**src/rtl/lcd1602_responder_if.sv**
```systemverilog
// HD44780-style parallel bus from an LCD initiator to the lcd1602_responder model.
interface lcd1602_responder_if;
  logic       rs;
  logic       rw;
  logic       enable;
  logic [7:0] data;

  modport master (output rs, rw, enable, data);
  modport slave  (input  rs, rw, enable, data);
endinterface

```
**src/rtl/lcd1602_responder.sv**
```systemverilog
// Behavioural HD44780/LCD1602 responder: decodes bus transactions into mode flags and a DDRAM mirror.
// Optional busy-time model enabled by defining LCD_BUSY_MODEL_EN (default build: busy only while executing/clearing).
//
// state   | meaning
// S_IDLE  | accepting transactions; executes a capture or the pending entry
// S_EXEC  | one-cycle post-execute state; branches to clear on command 0x01
// S_CLEAR | writes 0x20 to mirror entries 0..31, one per cycle
module lcd1602_responder #(
  parameter int NUM_DATA_PERLINE  = 16,
  parameter int BUSY_CYCLES       = 2000,
  parameter int CLEAR_BUSY_CYCLES = 82000
) (
  input  logic                clk,
  input  logic                reset,
  lcd1602_responder_if.slave  bus,
  input  logic [4:0]          rd_addr,
  output logic [7:0]          rd_data,
  output logic [6:0]          cursor_addr,
  output logic                display_on,
  output logic                cursor_on,
  output logic                blink_on,
  output logic                entry_inc,
  output logic                two_line,
  output logic                eight_bit,
  output logic                cmd_strobe,
  output logic                data_strobe,
  output logic                err_overrun,
  output logic                err_read,
  output logic                busy
);

  typedef enum logic [1:0] {S_IDLE, S_EXEC, S_CLEAR} state_t;

  state_t      state_q, state_d;
  logic        en_s1_q, en_s1_d, en_s2_q, en_s2_d, en_s3_q, en_s3_d;
  logic [6:0]  cursor_q, cursor_d;
  logic        display_on_q, display_on_d, cursor_on_q, cursor_on_d, blink_on_q, blink_on_d;
  logic        entry_inc_q, entry_inc_d, two_line_q, two_line_d, eight_bit_q, eight_bit_d;
  logic        cmd_strobe_q, cmd_strobe_d, data_strobe_q, data_strobe_d;
  logic        err_overrun_q, err_overrun_d, err_read_q, err_read_d;
  logic        exec_clr_q, exec_clr_d;
  logic [4:0]  clr_cnt_q, clr_cnt_d;
  logic [7:0]  rd_data_q, rd_data_d;
  logic [7:0]  mem_q [2*NUM_DATA_PERLINE];

  logic        cap, cap_wr;
  logic        exec_v, exec_rs, ovr;
  logic [7:0]  exec_data;
  logic        mem_we;
  logic [4:0]  mem_wa;
  logic [7:0]  mem_wd;

`ifdef LCD_BUSY_MODEL_EN
  localparam int CNT_MAX = (BUSY_CYCLES > CLEAR_BUSY_CYCLES) ? BUSY_CYCLES : CLEAR_BUSY_CYCLES;
  localparam int CNT_W   = $clog2(CNT_MAX + 1);
  logic [CNT_W-1:0] busy_cnt_q, busy_cnt_d;
`else
  logic       pend_v_q, pend_v_d, pend_rs_q, pend_rs_d;
  logic [7:0] pend_data_q, pend_data_d;
  logic       unused_params;
  assign unused_params = (BUSY_CYCLES != 0) ^ (CLEAR_BUSY_CYCLES != 0);
`endif

  function automatic logic [6:0] step_cursor(input logic [6:0] a, input logic inc, input logic two);
    logic [6:0] r;
    if (two) begin
      if (inc) r = (a == 7'h27) ? 7'h40 : (a == 7'h67) ? 7'h00 : a + 7'd1;
      else     r = (a == 7'h40) ? 7'h27 : (a == 7'h00) ? 7'h67 : a - 7'd1;
    end else begin
      if (inc) r = (a == 7'h4F) ? 7'h00 : a + 7'd1;
      else     r = (a == 7'h00) ? 7'h4F : a - 7'd1;
    end
    return r;
  endfunction

  // Falling edge of the synchronized enable marks a completed bus transaction.
  assign cap    = en_s3_q & ~en_s2_q;
  assign cap_wr = cap & ~bus.rw;

  always_comb begin
    exec_v    = 1'b0;
    exec_rs   = 1'b0;
    exec_data = 8'h00;
    ovr       = 1'b0;
`ifdef LCD_BUSY_MODEL_EN
    if (cap_wr) begin
      if (state_q == S_IDLE && busy_cnt_q == '0) begin
        exec_v    = 1'b1;
        exec_rs   = bus.rs;
        exec_data = bus.data;
      end else begin
        ovr = 1'b1;
      end
    end
`else
    pend_v_d    = pend_v_q;
    pend_rs_d   = pend_rs_q;
    pend_data_d = pend_data_q;
    if (state_q == S_IDLE && pend_v_q) begin
      exec_v    = 1'b1;
      exec_rs   = pend_rs_q;
      exec_data = pend_data_q;
      pend_v_d  = cap_wr;
      if (cap_wr) begin
        pend_rs_d   = bus.rs;
        pend_data_d = bus.data;
      end
    end else if (cap_wr) begin
      if (state_q == S_IDLE) begin
        exec_v    = 1'b1;
        exec_rs   = bus.rs;
        exec_data = bus.data;
      end else if (!pend_v_q) begin
        pend_v_d    = 1'b1;
        pend_rs_d   = bus.rs;
        pend_data_d = bus.data;
      end else begin
        ovr = 1'b1;
      end
    end
`endif
  end

  always_ff @(posedge clk or posedge reset) begin
    if (reset) state_q <= S_CLEAR;
    else       state_q <= state_d;
  end

  always_comb begin
    state_d = state_q;
    case (state_q)
      S_IDLE:  if (exec_v) state_d = S_EXEC;
      S_EXEC:  state_d = exec_clr_q ? S_CLEAR : S_IDLE;
      S_CLEAR: if (clr_cnt_q == 5'd31) state_d = S_IDLE;
      default: state_d = S_IDLE;
    endcase
  end

  always_comb begin
`ifdef LCD_BUSY_MODEL_EN
    busy = (state_q != S_IDLE) || (busy_cnt_q != '0);
`else
    busy = (state_q != S_IDLE);
`endif
  end

  always_comb begin
    en_s1_d       = bus.enable;
    en_s2_d       = en_s1_q;
    en_s3_d       = en_s2_q;
    cursor_d      = cursor_q;
    display_on_d  = display_on_q;
    cursor_on_d   = cursor_on_q;
    blink_on_d    = blink_on_q;
    entry_inc_d   = entry_inc_q;
    two_line_d    = two_line_q;
    eight_bit_d   = eight_bit_q;
    cmd_strobe_d  = 1'b0;
    data_strobe_d = 1'b0;
    err_overrun_d = ovr;
    err_read_d    = cap & bus.rw;
    exec_clr_d    = 1'b0;
    clr_cnt_d     = clr_cnt_q;
    rd_data_d     = mem_q[rd_addr];
    mem_we        = 1'b0;
    mem_wa        = clr_cnt_q;
    mem_wd        = 8'h20;
`ifdef LCD_BUSY_MODEL_EN
    busy_cnt_d = (busy_cnt_q != '0) ? busy_cnt_q - 1'b1 : busy_cnt_q;
`endif

    if (state_q == S_CLEAR) begin
      mem_we    = 1'b1;
      clr_cnt_d = clr_cnt_q + 5'd1;
      if (clr_cnt_q == 5'd31) begin
        cursor_d    = 7'h00;
        entry_inc_d = 1'b1;
      end
    end

    if (exec_v) begin
`ifdef LCD_BUSY_MODEL_EN
      busy_cnt_d = CNT_W'(BUSY_CYCLES);
      if (!exec_rs && exec_data[7:2] == 6'b0 && exec_data[1:0] != 2'b00)
        busy_cnt_d = CNT_W'(CLEAR_BUSY_CYCLES);
`endif
      if (exec_rs) begin
        data_strobe_d = 1'b1;
        // Only columns inside the visible window of either line land in the mirror.
        mem_we   = (cursor_q[5:0] < 6'(NUM_DATA_PERLINE));
        mem_wa   = cursor_q[6] ? 5'(NUM_DATA_PERLINE) + cursor_q[4:0] : cursor_q[4:0];
        mem_wd   = exec_data;
        cursor_d = step_cursor(cursor_q, entry_inc_q, two_line_q);
      end else begin
        cmd_strobe_d = 1'b1;
        casez (exec_data)
          8'b1???????: cursor_d = exec_data[6:0];
          8'b01??????: ;
          8'b001?????: begin
            eight_bit_d = exec_data[4];
            two_line_d  = exec_data[3];
          end
          8'b0001????: if (!exec_data[3]) cursor_d = step_cursor(cursor_q, exec_data[2], two_line_q);
          8'b00001???: begin
            display_on_d = exec_data[2];
            cursor_on_d  = exec_data[1];
            blink_on_d   = exec_data[0];
          end
          8'b000001??: entry_inc_d = exec_data[1];
          8'b0000001?: cursor_d = 7'h00;
          8'b00000001: exec_clr_d = 1'b1;
          default: ;
        endcase
      end
    end
  end

  always_ff @(posedge clk) begin
    if (mem_we) mem_q[mem_wa] <= mem_wd;
  end

  always_ff @(posedge clk or posedge reset) begin
    if (reset) begin
      en_s1_q       <= 1'b0;
      en_s2_q       <= 1'b0;
      en_s3_q       <= 1'b0;
      cursor_q      <= 7'h00;
      display_on_q  <= 1'b0;
      cursor_on_q   <= 1'b0;
      blink_on_q    <= 1'b0;
      entry_inc_q   <= 1'b1;
      two_line_q    <= 1'b0;
      eight_bit_q   <= 1'b1;
      cmd_strobe_q  <= 1'b0;
      data_strobe_q <= 1'b0;
      err_overrun_q <= 1'b0;
      err_read_q    <= 1'b0;
      exec_clr_q    <= 1'b0;
      clr_cnt_q     <= 5'd0;
      rd_data_q     <= 8'h00;
`ifdef LCD_BUSY_MODEL_EN
      busy_cnt_q    <= '0;
`else
      pend_v_q      <= 1'b0;
      pend_rs_q     <= 1'b0;
      pend_data_q   <= 8'h00;
`endif
    end else begin
      en_s1_q       <= en_s1_d;
      en_s2_q       <= en_s2_d;
      en_s3_q       <= en_s3_d;
      cursor_q      <= cursor_d;
      display_on_q  <= display_on_d;
      cursor_on_q   <= cursor_on_d;
      blink_on_q    <= blink_on_d;
      entry_inc_q   <= entry_inc_d;
      two_line_q    <= two_line_d;
      eight_bit_q   <= eight_bit_d;
      cmd_strobe_q  <= cmd_strobe_d;
      data_strobe_q <= data_strobe_d;
      err_overrun_q <= err_overrun_d;
      err_read_q    <= err_read_d;
      exec_clr_q    <= exec_clr_d;
      clr_cnt_q     <= clr_cnt_d;
      rd_data_q     <= rd_data_d;
`ifdef LCD_BUSY_MODEL_EN
      busy_cnt_q    <= busy_cnt_d;
`else
      pend_v_q      <= pend_v_d;
      pend_rs_q     <= pend_rs_d;
      pend_data_q   <= pend_data_d;
`endif
    end
  end

  assign rd_data     = rd_data_q;
  assign cursor_addr = cursor_q;
  assign display_on  = display_on_q;
  assign cursor_on   = cursor_on_q;
  assign blink_on    = blink_on_q;
  assign entry_inc   = entry_inc_q;
  assign two_line    = two_line_q;
  assign eight_bit   = eight_bit_q;
  assign cmd_strobe  = cmd_strobe_q;
  assign data_strobe = data_strobe_q;
  assign err_overrun = err_overrun_q;
  assign err_read    = err_read_q;

endmodule

```
**src/flat_wrapper.sv**
```systemverilog
// flat-port wrapper written by rule: the top's interface ports become plain ports
module lcd1602_responder_flat 
#(
  parameter int NUM_DATA_PERLINE  = 16,
  parameter int BUSY_CYCLES       = 2000,
  parameter int CLEAR_BUSY_CYCLES = 82000
)
  (clk, reset, rd_addr, rd_data, cursor_addr, display_on, cursor_on, blink_on, entry_inc, two_line, eight_bit, cmd_strobe, data_strobe, err_overrun, err_read, busy, bus_rs, bus_rw, bus_enable, bus_data);
  lcd1602_responder_if bus_i ();
  input  logic clk;
  input  logic reset;
  input  logic [4:0] rd_addr;
  output logic [7:0] rd_data;
  output logic [6:0] cursor_addr;
  output logic display_on;
  output logic cursor_on;
  output logic blink_on;
  output logic entry_inc;
  output logic two_line;
  output logic eight_bit;
  output logic cmd_strobe;
  output logic data_strobe;
  output logic err_overrun;
  output logic err_read;
  output logic busy;
  input wire logic [$bits(bus_i.rs)-1:0] bus_rs;
  input wire logic [$bits(bus_i.rw)-1:0] bus_rw;
  input wire logic [$bits(bus_i.enable)-1:0] bus_enable;
  input wire logic [$bits(bus_i.data)-1:0] bus_data;
  assign bus_i.rs = bus_rs;
  assign bus_i.rw = bus_rw;
  assign bus_i.enable = bus_enable;
  assign bus_i.data = bus_data;
  lcd1602_responder #(.NUM_DATA_PERLINE(NUM_DATA_PERLINE), .BUSY_CYCLES(BUSY_CYCLES), .CLEAR_BUSY_CYCLES(CLEAR_BUSY_CYCLES)) u_core (.clk(clk), .reset(reset), .bus(bus_i), .rd_addr(rd_addr), .rd_data(rd_data), .cursor_addr(cursor_addr), .display_on(display_on), .cursor_on(cursor_on), .blink_on(blink_on), .entry_inc(entry_inc), .two_line(two_line), .eight_bit(eight_bit), .cmd_strobe(cmd_strobe), .data_strobe(data_strobe), .err_overrun(err_overrun), .err_read(err_read), .busy(busy));
endmodule
```
**config.mk**
```make
export PLATFORM = sky130hd
export DESIGN_NAME = lcd1602_responder_flat
export DESIGN_NICKNAME = d
export VERILOG_FILES = /design/src/rtl/lcd1602_responder_if.sv /design/src/rtl/lcd1602_responder.sv /design/src/flat_wrapper.sv
export SDC_FILE = /design/constraint.sdc
export NUM_CORES = 1
export LEC_CHECK = 0
export ABC_AREA = 1
export BUFFER_PORTS_ARGS = -buffer_cell sky130_fd_sc_hd__buf_2
export CORE_UTILIZATION = 60
export CTS_CLUSTER_DIAMETER = 150
export DETAILED_ROUTE_END_ITERATION = 7
export PLACE_DENSITY_LB_ADDON = 0.1
export SYNTH_ARGS = -nofsm -noshare
export SYNTH_HDL_FRONTEND = slang
export SYNTH_SLANG_ARGS = --single-unit
```
**constraint.sdc**
```tcl
create_clock -name clk -period 3.5 [get_ports clk]
set_clock_uncertainty 0.2 [all_clocks]
set_input_delay 0.35 -clock clk [delete_from_list [all_inputs] [get_ports clk]]
set_output_delay 0.35 -clock clk [all_outputs]
set_load 0.02 [all_outputs]
```
==> reports/results.ini, run 1 <==
[status]
outcome=completed

[sta]
max_slew_margin_pct=31.44
rsz0062_at_grt=false
drv_slew=0
setup_viol=0
tightest_slew_ns=1.027
hold_viol=0
fmax_mhz=330.5
fin_crit_ns=3.026
setup_tns_ns=0
timing.final.crit_share_pct=86.46
hold-worst-slack_ns=0.05229

[power]
ir_drop_v=0.0004834
power_density_mw_per_mm2=656.1
p_leak_nw=5.888

[synth]
synth_top_area_share_pct=58.24
yosysWarningCount=0
synthTopCellsByArea=edfxtp_1 (58%), dfrtp_1 (8.2%), o21ai_0 (6.3%)
ys.flop_type=edfxtp_1
synthDistinctLibCells=39
synth_area_per_cell_um2=11.03
synth_cells=1197
yosysTopAreaCell=edfxtp_1
yosysMostFrequentCell=edfxtp_1
synth_seq_cells=302
syn_area_mm2=0.01320
synth_edf_count=256
yosysSeqAreaShare_pct=66.99
synth.cells.most_frequent=edfxtp_1 (256), nor2_1 (215), nand2_1 (171)
syn-num-nets=1221
synth_async_sr_flop_share_pct=15.23

[global_routing]
grt_max_degree=73
gr-total-overflow=0
grt_pass1_wl_um=51830
antenna_found_initial=0
first_global_vias=9235
grt_use_total_pct=30.81

[clock_tree]
cts_resized=0
root_buffer=clkbuf_16
clk_pin_slew_worst_paths_ns=0.06
cts_made_buffers=30
cts.sink_count=302
insertion_delay_ns=0.57
clockBufferDepth=3
holdBufCountCts=13
cts_tree=yes
postCtsSetupBuffers=0
htreeDepth=1

[final_layout]
final_nets=1297
fin_area_mm2=0.01517
antenna_cells=0
seq_area_mm2=0.008842
layout.cells.non_filler=1572
synthToLayoutAreaGrowth_pct=14.90
final_core_util_pct=71.25
drive_above_1_share_pct=14.96
fillCellCount=1505
multi_input_area_mm2=0.003825

[placed_design]
place_area_mm2=0.01391
globalplace.congestion=0.9106
dp_hpwl_um=20840
io_buffers=43
placedCellCount=1503

[worst_setup_path]
cp_data_arrival_time_ns=3.09
cp-end-kind=flop
worst-setup-path-type=reg2reg
cp.required_ns=3.56
startpoint_type=flop
crit_fanout=24

[route]
drtIter0Drc=1066
drc=0
via_per_inst=6.155
vias=9675
routed_wl_um=33640
ant_nets=0
dr.pass1.iters=6
wl_per_cell_um=21.40

[floorplanning]
die_w_um=150.3
die_area_mm2=0.02260
io_pins=44
die_h_um=150.3
core_region_area_mm2=0.02129
rows=53
start_util_pct=62.01

[min_path]
hold_path_class=in2reg

[run]
max_cap_violations=0

-- through the flow --
stage	total power [mW]	setup WS (ns)
floorplan	5.814	0.5779
global placement	6.338	0.6079
detailed placement	6.365	0.4985
CTS	9.948	0.4806
global route	10.35	0.2745
finish	9.951	0.4741
-- cells by family (layout without fill, tap and decap cells) --
kind of cell | Yosys count | count (layout) | synth area share [%]
compound gates | 277 | 277 | 12.47
fa+ha+maj | 6 | 6 | 0.5687
xor+xnor | 6 | 6 | 0.3981
simple gates | 475 | 475 | 15.25
buf+inv | 129 | 229 | 4.152
flops | 302 | 302 | 66.99
mux | 2 | 2 | 0.1706
-- registers in the layout (all words and copies together), names as in the netlist, 2 cells and up --
register	count
u_core.mem_q	256
u_core.pend_data_q	8
u_core.rd_data	8
u_core.cursor_addr	7
u_core.clr_cnt_q	5
u_core.state_q	2
-- power by group --
| part | leakage (nW) | switching [mW] | total, mW | internal [mW] |
|---|---|---|---|---|
| logic | 2.19 | 1.45 | 2.06 | 0.619 |
| registers | 3.15 | 0.191 | 4.29 | 4.10 |
| clock network | 0.549 | 1.36 | 3.59 | 2.23 |
-- worst max-delay path, stage by stage, from the launching register on --
cell and delay (ns):
dfrtp_1 0.42, nor2_4 0.18, ha_1 0.29, inv_2 0.10
nand2_4 0.18, nand2_4 0.24, nand2_1 0.12, o21ai_1 0.12
inv_1 0.13, nand3_2 0.29, nor2_1 0.25, buf_4 0.20
-- cells in the final DEF (no fill, tap or decap), types with 9 or more instances in the layout --
cell type and count:
nand2_1 171, clkinv_1 10, dlygate4sd3_1 13, nand4_1 13, o21ai_1 11, a31oi_1 11, o221ai_1 44, bufinv_16 9
nand3_1 52, o22ai_1 20, o21ai_0 165, nor2_1 209, inv_1 51, edfxtp_1 256, nor2_2 10, buf_2 42
dfrtp_1 43, a21oi_1 11, clkbuf_16 30, buf_4 53
-- routing by layer --
layer / share of wire (%) / vias to the layer above / global-route usage (%) / routed length [µm]
met5: 0 / - / 0 / 0
met4: 3.3 / 0 / 12.27 / 1126
met3: 9.9 / 87 / 5.000 / 3327
met2: 46 / 580 / 47.26 / 15550
met1: 41 / 4585 / 44.20 / 13640
li1: - / 4423 / - / -
-- area by class of cell --
type | count | area share, %
flip-flops and latches | 302 | 58.30
multi-input cells | 766 | 25.22
repair buffers | 111 | 5.263
clock buffers | 32 | 4.999
clock inverters | 24 | 2.409
well taps | 275 | 2.269
inverters | 62 | 1.543
-- path summary, 6_finish.rpt --
| path | from | endpoint | slack [ns] | depth (start not counted) |
|---|---|---|---|---|
| worst max-delay path | u_core.state_q[0] | u_core.mem_q[16][0] | 0.47 | 11 |
| worst min-delay path | rd_addr[3] | u_core.rd_data[3] | 0.05 | 3 |
| worst max register to register | u_core.state_q[0] | u_core.mem_q[16][0] | 0.47 | 11 |
| worst min register to register | u_core.en_s1_q | u_core.en_s2_q | 0.16 | 0 |
| max in group asynchronous | reset | u_core.pend_data_q[5] | 2.07 | 3 |
| min in group asynchronous | reset | u_core.rd_data[4] | 0.38 | 3 |
Power figures use the tool's default switching activity.
==> run 2, diff against run 1 <==
--- a/config.mk
+++ b/config.mk
@@ -11,6 +11,7 @@
 export CTS_CLUSTER_DIAMETER = 150
 export DETAILED_ROUTE_END_ITERATION = 7
 export PLACE_DENSITY_LB_ADDON = 0.1
+export REMOVE_ABC_BUFFERS = 1
 export SYNTH_ARGS = -nofsm -noshare
 export SYNTH_HDL_FRONTEND = slang
 export SYNTH_SLANG_ARGS = --single-unit
==> run 2 against run 1 <==
  * Non-clock buffer count decreased by 2
  * Register-to-register slack improved by 0.07 ns
  * Core utilization decreased by 0.45 points
  * Combinational power about the same
  * Via count increased by 0.10%
  * Setup slack improved by 0.065 ns
  * Final area decreased by 0.63%
  * Wire length decreased by 0.49%
  * Global-route usage increased by 0.056 points
  * Largest power group unchanged
==> reports/results.ini, run 2 (synthesis results as in run 1) <==
[status]
outcome=completed

[clock_tree]
root_buffer=clkbuf_16
clk_pin_slew_worst_paths_ns=0.06
htreeDepth=1
postCtsSetupBuffers=0
insertion_delay_ns=0.55
clockBufferDepth=3
cts.sink_count=302
cts_tree=yes
holdBufCountCts=13
cts_resized=0
cts_made_buffers=30

[route]
drc=0
wl_met1_um=13470
drtIter0Drc=982
dr.pass1.iters=5
via_per_inst=6.181
wl_per_cell_um=21.36
ant_nets=0
dr_wl_met3_um=3159
routed_wl_um=33480
top_layer_used=met4
wl_met2_um=15650
vias=9685

[floorplanning]
die_w_um=150.3
rows=53
io_pins=44
die_h_um=150.3
start_util_pct=62.01
core_region_area_mm2=0.02129
die_area_mm2=0.02260

[worst_setup_path]
cp_data_arrival_time_ns=3.01
path_cells=nor2_4, ha_1, o21ai_2, nand2_4, o21ai_1, nand3_2, nor2_1, buf_4
crit_buf_inv=1
worst-setup-path-type=reg2reg
cp.required_ns=3.55
timing.rr.start=u_core.state_q[1]
reg2reg_to=u_core.mem_q[30][5]
worst_r2r_path_depth=8
crit_fanout=18
startpoint_type=flop
cp-end-kind=flop
cp_slowest_cell=dfstp_2
cp.depth=8
slowest_delay_ns=0.55
r2r_slack_ns=0.54
path_delay_family=simple AND/OR/NAND/NOR gates

[final_layout]
seq_area_mm2=0.008842
final_nets=1295
largest_reg_flops=256
multi_input_area_mm2=0.003825
synthToLayoutAreaGrowth_pct=14.18
final_common_cell=edfxtp_1
layout.cells.non_filler=1567
drive_above_1_share_pct=14.24
fillCellCount=1483
regMostFlops=u_core.mem_q
layout_common_cells=edfxtp_1 (256), nor2_1 (209), nand2_1 (171)
antenna_cells=0

[placed_design]
globalplace.congestion=0.9275
placedCellCount=1501
io_buffers=43
dp_hpwl_um=21020

[run]
max_cap_violations=0

[global_routing]
first_global_vias=9324
grt_max_degree=75
gr-total-overflow=0
antenna_found_initial=0
grt_pass1_wl_um=52050
grt_use_total_pct=30.86

[sta]
drv_slew=0
fmax_mhz=337.8
hold_viol=0
fin_crit_ns=2.961
setup_tns_ns=0
timing.final.crit_share_pct=84.59
max_slew_margin_pct=33.01
setup_viol=0
tightest_slew_ns=1.003
rsz0062_at_grt=false

[power]
p_leak_nw=5.827
power_density_mw_per_mm2=637.7
ir_drop_v=0.0005358

[min_path]
min-delay-start=rd_addr[3]
hold_path_depth=3
hold_path_class=in2reg
hold-path-endpoint=u_core.rd_data[3]

-- run 2: routing by layer --
layer,vias up,track usage (%)
met3,90,5.333
li1,4412,-
met1,4619,43.00
met4,0,11.36
met2,564,49.01
met5,-,0
-- run 2: worst min-delay path, cell delays in order --
cell	delay (ns)
buf_2	0.20
nand3_1	0.12
a21oi_1	0.07
-- run 2: how the worst max path moves through the flow --
stage / from / to / slack (ns)
global route: u_core.state_q[0] / u_core.mem_q[6][1] / 0.44
detailed placement: u_core.state_q[1] / u_core.mem_q[27][4] / 0.56
finish: u_core.state_q[1] / u_core.mem_q[30][5] / 0.54
global placement: u_core.state_q[1] / u_core.mem_q[14][3] / 0.64
floorplan: u_core.state_q[0] / u_core.mem_q[0][7] / 0.49
CTS: u_core.state_q[1] / u_core.mem_q[27][4] / 0.56
-- run 2: where the power goes --
| part | internal (mW) | switching [mW] |
|---|---|---|
| sequential | 4.10 | 0.189 |
| combinational | 0.627 | 1.43 |
| clock | 1.97 | 1.29 |
-- run 2: final cells by class --
| class | count | share of cell area (%) |
|---|---|---|
| clock buffer | 39 | 5.346 |
| clock inverter | 14 | 1.245 |
| inverter | 62 | 1.552 |
| multi-input combinational | 766 | 25.38 |
| sequential | 302 | 58.67 |
| tap | 275 | 2.283 |
| timing repair buffer | 109 | 5.529 |
-- run 2: through the flow --
step | hold slack [ns] | util (%) | power [mW] | instance area, µm² | setup WS, ns
global placement | 0.1321 | 65.53 | 6.365 | 13950 | 0.6408
global route | 0.06367 | 70.80 | 10.02 | 15070 | 0.4371
CTS | 0.02818 | 70.80 | 9.610 | 15070 | 0.5601
finish | 0.03866 | 70.80 | 9.611 | 15070 | 0.5393
detailed placement | 0.1403 | 65.53 | 6.384 | 13950 | 0.5642
floorplan | 0.1312 | - | 5.691 | 12880 | 0.4929
==> run 3, diff against run 2 <==
==> constraint.sdc (replaced) <==
create_clock -name clk -period 3.07 [get_ports clk]
set_clock_uncertainty 0.2 [all_clocks]
set_input_delay 0.307 -clock clk [delete_from_list [all_inputs] [get_ports clk]]
set_output_delay 0.307 -clock clk [all_outputs]
set_load 0.02 [all_outputs]
==> run 3 against run 2 <==
  * Sequential power is 14% higher
  * Highest routed layer unchanged
  * Clock-buffer cell count shrank 4
  * Register-to-register slack got worse by 0.20 ns
  * Sequential share of layout area shrank 0.61 points
  * Setup slack lost 0.20 ns
  * Flip-flop and latch count unchanged
  * Critical path depth is 1 higher
  * Core utilization grew 0.74 points
==> reports/results.ini, run 3 (synthesis results as in run 1) <==
[clock_tree]
htreeDepth=1
cts.sink_count=302
cts_resized=0
insertion_delay_ns=0.56
clockBufferDepth=3
postCtsSetupBuffers=0
clk_pin_slew_worst_paths_ns=0.06
cts_tree=yes
root_buffer=clkbuf_16
cts_made_buffers=31

[route]
dr.pass1.iters=5
wl_per_cell_um=21.21
drtIter0Drc=947
ant_nets=0
vias=9678
routed_wl_um=33790
via_per_inst=6.075
drc=0

[final_layout]
antenna_cells=0
drive_above_1_share_pct=16.24
synthToLayoutAreaGrowth_pct=15.37
layout_common_cells=edfxtp_1 (256), nor2_1 (209), nand2_1 (171)
largest_reg_flops=256
final_nets=1319
fin_area_mm2=0.01523
regMostFlops=u_core.mem_q
final_common_cell=edfxtp_1

[worst_setup_path]
worst-setup-path-type=reg2reg
crit_fanout=15
cp.required_ns=3.13
cp_data_arrival_time_ns=2.79
cp-end-kind=flop
startpoint_type=flop

[sta]
rsz0062_at_grt=false
drv_slew=0
fin_crit_ns=2.731
timing.final.crit_share_pct=88.97
tightest_slew_ns=0.8477
worst_slack_ns=0.3386
max_slew_margin_pct=43.43
fmax_mhz=366.1
hold_viol=0
setup_tns_ns=0
setup_viol=0

[placed_design]
globalplace.congestion=0.9194
place_ws_ns=0.3795
io_buffers=43
place_area_mm2=0.01415
dp_hpwl_um=21570

[floorplanning]
die_area_mm2=0.02260
io_pins=44
rows=53
die_w_um=150.3
core_region_area_mm2=0.02129
start_util_pct=62.01
die_h_um=150.3

[global_routing]
antenna_found_initial=0
grt_use_total_pct=30.85
first_global_vias=9320
gr-total-overflow=0
grt_pass1_wl_um=52410
grt_max_degree=123

[run]
max_cap_violations=0

[power]
power_density_mw_per_mm2=714.4
sw_frac_of_total_pct=31.43
p_leak_nw=5.922
ir_drop_v=0.0005496
p_sw_mw=3.419
power.share.combinational_pct=22.4
p_int_mw=7.461
power.share.sequential_pct=44.9
p_clk_share_pct=32.7

[status]
outcome=completed

[min_path]
hold_path_class=in2reg

[run 3: cell count changes in the layout (fill, tap and decap cells not counted), sizes merged]
cell / previous run / this run
buf: 96 / 119
bufinv: 5 / 2
clkbuf: 39 / 35
clkinv: 13 / 19
clkinvlp: 0 / 3
inv: 58 / 59
[run 3: worst max-delay path, stage by stage, from the launching register on]
cell	delay, ns
dfstp_2	0.55
nor2_4	0.05
ha_1	0.25
o21ai_2	0.22
nand2_4	0.17
o21ai_1	0.31
nand3_2	0.14
buf_4	0.19
nor2_1	0.16
buf_4	0.18
[run 3: per-layer routing]
layer / global-route usage [%] / part of all wire, % / wire [µm]
met1: 44.05 / 42 / 14250
met2: 49.03 / 46 / 15680
met3: 4.636 / 8.5 / 2871
met4: 9.646 / 2.9 / 992
met5: 0 / 0 / 0
[run 3: metrics by stage]
stage                     hold WS (ns)  instances  utilization (%)  total power, mW
after global placement          0.1321       1524            66.46            7.313
after CTS                      0.03827       1593            71.55            10.87
after detailed placement        0.1356       1524            66.46            7.342
after floorplan                 0.1312       1130                -            6.488
final                          0.04814       1593            71.55            10.88
after global routing           0.04945       1593            71.55            11.33
[run 3: what timing repair did]
item	4_1_cts	5_1_grt
endpoints found under the setup margin	0	0
hold buffers	13	0
hold endpoints to repair	36	0
[run 3: path summary, 6_finish.rpt]
check | startpoint | endpoint | slack, ns | depth (start not counted)
min | rd_addr[3] | u_core.rd_data[3] | 0.05 | 3
max in group asynchronous | reset | u_core.entry_inc | 1.77 | 4
min reg2reg | u_core.en_s1_q | u_core.en_s2_q | 0.15 | 0
max reg2reg | u_core.state_q[1] | u_core.mem_q[26][2] | 0.34 | 9
min in group asynchronous | reset | u_core.err_overrun | 0.13 | 3
max | u_core.state_q[1] | u_core.mem_q[26][2] | 0.34 | 9
[run 3: power groups by stage]
| stage | Clock (mW) | Sequential (mW) | Combinational [mW] |
|---|---|---|---|
| floorplan | 0 | 5.01 | 1.48 |
| global placement | 0 | 4.96 | 2.36 |
| detailed placement | 0 | 4.95 | 2.39 |
| CTS | 3.58 | 4.88 | 2.41 |
| global route | 3.74 | 4.90 | 2.69 |
| finish | 3.56 | 4.88 | 2.44 |
[run 3: cell type report]
type | count | area [µm²]
Sequential cell | 302 | 8842
Fill cell | 1492 | 6057
Inverter | 62 | 234.0
Clock buffer | 35 | 790.8
Tap cell | 275 | 344.1
Multi-Input combinational cell | 766 | 3825
Timing Repair Buffer | 132 | 1031
Clock inverter | 21 | 162.7
